<file path="config.mk">
export PLATFORM = sky130hd
export DESIGN_NAME = cmul_seq_core
export DESIGN_NICKNAME = d
export VERILOG_FILES = /design/src/rtl/cmul_seq_core.sv
export SDC_FILE = /design/constraint.sdc
export NUM_CORES = 1
export LEC_CHECK = 0
export ABC_AREA = 0
export CORE_UTILIZATION = 35
export CTS_BUF_LIST = sky130_fd_sc_hd__clkbuf_8
export DETAILED_ROUTE_END_ITERATION = 8
export PLACE_DENSITY = 0.61
export SLEW_MARGIN = 20
export SYNTH_ARGS = -nofsm -noshare
export SYNTH_HDL_FRONTEND = slang
export SYNTH_SLANG_ARGS = --single-unit
</file>
<file path="constraint.sdc">
create_clock -name clk -period 15.49 [get_ports clk]
set_clock_uncertainty 0.15 [all_clocks]
set_input_delay 2.3235 -clock clk [delete_from_list [all_inputs] [get_ports clk]]
set_output_delay 2.3235 -clock clk [all_outputs]
set_load 0.05 [all_outputs]
</file>
<file path="src/rtl/cmul_seq_core.sv">
// rtl/cmul_seq_core.sv - multi-cycle signed complex multiplier, one shared multiplier and add/sub datapath
module cmul_seq_core #(
    parameter int W = 16
) (
    input  logic           clk,
    input  logic           rst,
    input  logic           in_valid,
    output logic           in_ready,
    input  logic [W-1:0]   ar,
    input  logic [W-1:0]   ai,
    input  logic [W-1:0]   br,
    input  logic [W-1:0]   bi,
    output logic           out_valid,
    input  logic           out_ready,
    output logic [2*W:0]   re_out,
    output logic [2*W:0]   im_out,
    output logic           busy
);
    localparam int PW = 2 * W;
    localparam int RW = 2 * W + 1;

    typedef enum logic [2:0] {IDLE, S_AC, S_BD, S_AD, S_BC, DONE} state_t;

    state_t          state_q, state_d;
    logic [W-1:0]    ar_q, ai_q, br_q, bi_q;
    logic [W-1:0]    ar_d, ai_d, br_d, bi_d;
    logic [RW-1:0]   acc_q, acc_d;
    logic [RW-1:0]   re_q, re_d;
    logic [RW-1:0]   im_q, im_d;

    logic [W-1:0]    mul_a, mul_b;
    logic [PW-1:0]   prod;
    logic [RW-1:0]   prod_ext;
    logic [RW-1:0]   sum;
    logic            sub;
    logic            accept;

    assign in_ready  = (state_q == IDLE) || ((state_q == DONE) && out_ready);
    assign out_valid = (state_q == DONE);
    assign busy      = (state_q != IDLE);
    assign re_out    = re_q;
    assign im_out    = im_q;
    assign accept    = in_valid && in_ready;

    // Operand select depends only on state, so the multiplier only ever sees latched operands.
    always_comb begin
        mul_a = '0;
        mul_b = '0;
        case (state_q)
            S_AC:    begin mul_a = ar_q; mul_b = br_q; end
            S_BD:    begin mul_a = ai_q; mul_b = bi_q; end
            S_AD:    begin mul_a = ar_q; mul_b = bi_q; end
            S_BC:    begin mul_a = ai_q; mul_b = br_q; end
            default: begin mul_a = '0;   mul_b = '0;   end
        endcase
    end

    assign prod     = $signed({{W{mul_a[W-1]}}, mul_a}) * $signed({{W{mul_b[W-1]}}, mul_b});
    assign prod_ext = {prod[PW-1], prod};
    assign sub      = (state_q == S_BD);
    assign sum      = acc_q + (sub ? ~prod_ext : prod_ext) + {{(RW-1){1'b0}}, sub};

    always_comb begin
        state_d = state_q;
        ar_d    = ar_q;
        ai_d    = ai_q;
        br_d    = br_q;
        bi_d    = bi_q;
        acc_d   = acc_q;
        re_d    = re_q;
        im_d    = im_q;
        case (state_q)
            IDLE: state_d = IDLE;
            S_AC: begin acc_d = prod_ext; state_d = S_BD; end
            S_BD: begin re_d  = sum;      state_d = S_AD; end
            S_AD: begin acc_d = prod_ext; state_d = S_BC; end
            S_BC: begin im_d  = sum;      state_d = DONE; end
            DONE: if (out_ready) state_d = IDLE;
            default: state_d = IDLE;
        endcase
        // A DONE handshake with new operands chains straight into the next operation.
        if (accept) begin
            ar_d    = ar;
            ai_d    = ai;
            br_d    = br;
            bi_d    = bi;
            state_d = S_AC;
        end
    end

    always_ff @(posedge clk) begin
        if (rst) begin
            state_q <= IDLE;
            ar_q    <= '0;
            ai_q    <= '0;
            br_q    <= '0;
            bi_q    <= '0;
            acc_q   <= '0;
            re_q    <= '0;
            im_q    <= '0;
        end else begin
            state_q <= state_d;
            ar_q    <= ar_d;
            ai_q    <= ai_d;
            br_q    <= br_d;
            bi_q    <= bi_d;
            acc_q   <= acc_d;
            re_q    <= re_d;
            im_q    <= im_d;
        end
    end
endmodule
</file>
==> flow_metrics.env <==
export IMPL_outcome="finished, final reports clean"
export IMPL_end_kind="flip-flop"
export IMPL_worstHoldPathType="reg -> reg"
export IMPL_r2r_end="im_out[31]"
export IMPL_ir_drop_mv=0.1039
export IMPL_place_inst=2939
export IMPL_drive_gt1_share_pct=3.534
export IMPL_yosysMostFrequentCell="nand2_1"
export IMPL_first_pass_iters=5
export IMPL_synth_area_leaders="fa_1, dfxtp_1, ha_1"
export IMPL_async_flop_share_pct=0
export IMPL_synth_common_cells="nand2_1, inv_1, fa_1, nor2_1, a21oi_1"
export IMPL_ys_ff_latch=165
export IMPL_final_setup_viol_count=0
export IMPL_yosys_warnings=0
export IMPL_io_buffer_count=136
export IMPL_cts_root_buf="clkbuf_8"
export IMPL_crit_path_start_kind="flip-flop"
export IMPL_area_growth_pct=12.90
export IMPL_worstPathRequired_ns=15.75
export IMPL_grt_max_degree=123
export IMPL_die_area_um2=53090
export IMPL_setup_tns_ns=0
export IMPL_yosysSeqAreaShare_pct=18.09
export IMPL_whs_path_depth=2
export IMPL_hold_viol_final=0
export IMPL_synth_top_flop_cell="dfxtp_1"
export IMPL_place_gp_congestion=0.9008
export IMPL_routed_wl_um=50580
export IMPL_p_leak_nw=9.122
export IMPL_start_util_pct=35.52
export IMPL_cp_max_fo=44
export IMPL_max_slew_margin_pct=24.37
export IMPL_ff2ff_setup_slack_ns=4.58
export IMPL_dp_hpwl_um=40570
export IMPL_reg2regPathDepth=34
export IMPL_period_minus_slack_ns=10.91
export IMPL_post_cts_buffers=0
export IMPL_min_to="bi_q[0]"
export IMPL_rows=83
export IMPL_power_density_nw_per_um2=76.35
export IMPL_drc_errors=0
export IMPL_antenna_found_initial=0
export IMPL_synth_top_cell_area_share_pct=28.83
export IMPL_h_tree_depth=4
export IMPL_fmax_ghz=0.09170
export IMPL_crit_top_cell="fa_1"
export IMPL_postSynthCellCount=2213
export IMPL_hold_start="bi_q[0]"
export IMPL_critical_path_arrival_ns=11.17
export IMPL_synth_edf_count=0
export IMPL_viasPerCell=4.968
export IMPL_synth_area_um2=18260
export IMPL_postCtsHoldBufs=0
export IMPL_grt_pass1_wl_um=82320
export IMPL_cts_buffers=17
export IMPL_slowest_stage="dfxtp_1"
export IMPL_worst_pin_slew_ns=1.134
export IMPL_crit_type="reg -> reg"
export IMPL_ios=137
export IMPL_wl_per_cell_um=17.02
export IMPL_path_clk_slew_ns=0.10
export IMPL_yosysUniqueCellTypes=72
export IMPL_drv_cap=0
export IMPL_antenna_left=0
export IMPL_critPathMaxStageDelay_ns=0.87
export IMPL_cts_sinks=165
export IMPL_track_usage_pct=19.72
export IMPL_synth_fp_nets=2659
export IMPL_finalMaxSlewViolations=0
export IMPL_fp_dieW_um=230.4
export IMPL_rsz0062_at_grt="false"
export IMPL_cts_tree="done"
export IMPL_finalCritPeriodShare_pct=70.40
export IMPL_core_um2=51410
export IMPL_clkLatencyLatePin_ns=0.52
export IMPL_first_iter_violations=925
export IMPL_die_h_um=230.4
export IMPL_grt_pass1_vias=15280
export IMPL_cts_resized=0
export IMPL_post_route_util_pct=40.10
export IMPL_via_count=14760
export IMPL_synth_largest_area_cell="fa_1"
export IMPL_cts_buffer_depth=2
export IMPL_syn_area_per_cell_um2=8.251
export IMPL_antenna_cells=0
export IMPL_final_net_count=2725
export IMPL_r2r_start="state_q[1]"
export IMPL_overflow=0
export IMPL_stdcell_count=2972
## cell type report
type / count / area, µm²
inverters: 345 / 1295
repair buffers: 157 / 1520
fillers: 5291 / 30790
flip-flops and latches: 165 / 3303
multi-input cells: 1593 / 13270
clock buffers: 18 / 247.7
well taps: 680 / 850.8
clock inverters: 14 / 130.1
## cells by family (layout without fill, tap and decap cells)
group	after synthesis	count (layout)	synth area share, %
AND/OR/NAND/NOR	731	731	17.42
flip-flops	165	165	18.09
adder cells (fa/ha/maj)	378	378	36.71
buffers and inverters	455	534	9.449
XOR/XNOR	88	88	4.372
multiplexers	2	2	0.1096
AO/OA/AOI/OAI	394	394	13.84
## registers in the layout, summed over array words and instances, names as in the netlist
| register | flops |
|---|---|
| im_out | 33 |
| re_out | 33 |
| acc_q | 32 |
| ai_q | 16 |
| ar_q | 16 |
| bi_q | 16 |
| br_q | 16 |
| state_q | 3 |
## through the flow
| step | instance area, µm² | hold WS, ns | setup slack, ns | total power, mW |
|---|---|---|---|---|
| 2_1_floorplan | 18260 | 0.2821 | 6.501 | 1.048 |
| 3_3_place_gp | 20200 | 0.2933 | 4.821 | 1.258 |
| 3_5_place_dp | 20220 | 0.2980 | 4.790 | 1.272 |
| 4_1_cts | 20600 | 0.3125 | 4.790 | 1.586 |
| 5_1_grt | 20620 | 0.3277 | 3.721 | 1.688 |
| 6_report | 20620 | 0.3101 | 4.585 | 1.574 |
## worst max-delay path: cells and delay by family (launching register included)
family	cells	cell delay (ns)
flip-flops	1	0.87
XOR/XNOR	2	0.28
AO/OA/AOI/OAI	12	3.84
buffers and inverters	7	1.20
AND/OR/NAND/NOR	5	0.69
adder cells (fa/ha/maj)	8	3.76
## worst max path at each step
| stage | from | to | cells after the start |
|---|---|---|---|
| floorplan | state_q[2] | im_out[31] | 35 |
| global placement | state_q[1] | re_out[31] | 34 |
| detailed placement | state_q[1] | im_out[31] | 34 |
| CTS | state_q[1] | im_out[31] | 34 |
| global route | state_q[1] | im_out[30] | 35 |
| finish | state_q[1] | im_out[31] | 34 |
## metal layers
layer / global-route usage, % / vias to the layer above / wire (µm)
met5: 0 / - / 0
met4: 6.229 / 0 / 1300
met3: 3.360 / 53 / 2474
li1: - / 7188 / -
met1: 27.06 / 7142 / 24180
met2: 31.53 / 381 / 22630
## where the power goes
group / internal, mW / switching, mW
Clock: 0.122 / 0.186
Sequential: 0.469 / 0.0390
Combinational: 0.255 / 0.503
## cell usage in the layout, fill, tap and decap left out, drive strengths merged, types with 7 or more instances in the layout
| master | count |
|---|---|
| clkdlybuf4s50 | 135 |
| nor4 | 7 |
| a211oi | 21 |
| clkbuf | 19 |
| or4 | 12 |
| fa | 263 |
| inv | 354 |
| o21ai | 33 |
| ha | 115 |
| a22oi | 30 |
| a22o | 15 |
| buf | 21 |
| xor2 | 20 |
| xnor2 | 66 |
| nor2 | 200 |
| nand2 | 380 |
| nand4b | 10 |
| a21o | 41 |
| nor2b | 7 |
| dfxtp | 165 |
| nand3b | 22 |
| nor3 | 17 |
| a31oi | 11 |
| a21oi | 186 |
| nor3b | 10 |
| nand3 | 23 |
| nand4 | 9 |
| nand2b | 12 |
Power figures use the tool's default switching activity.
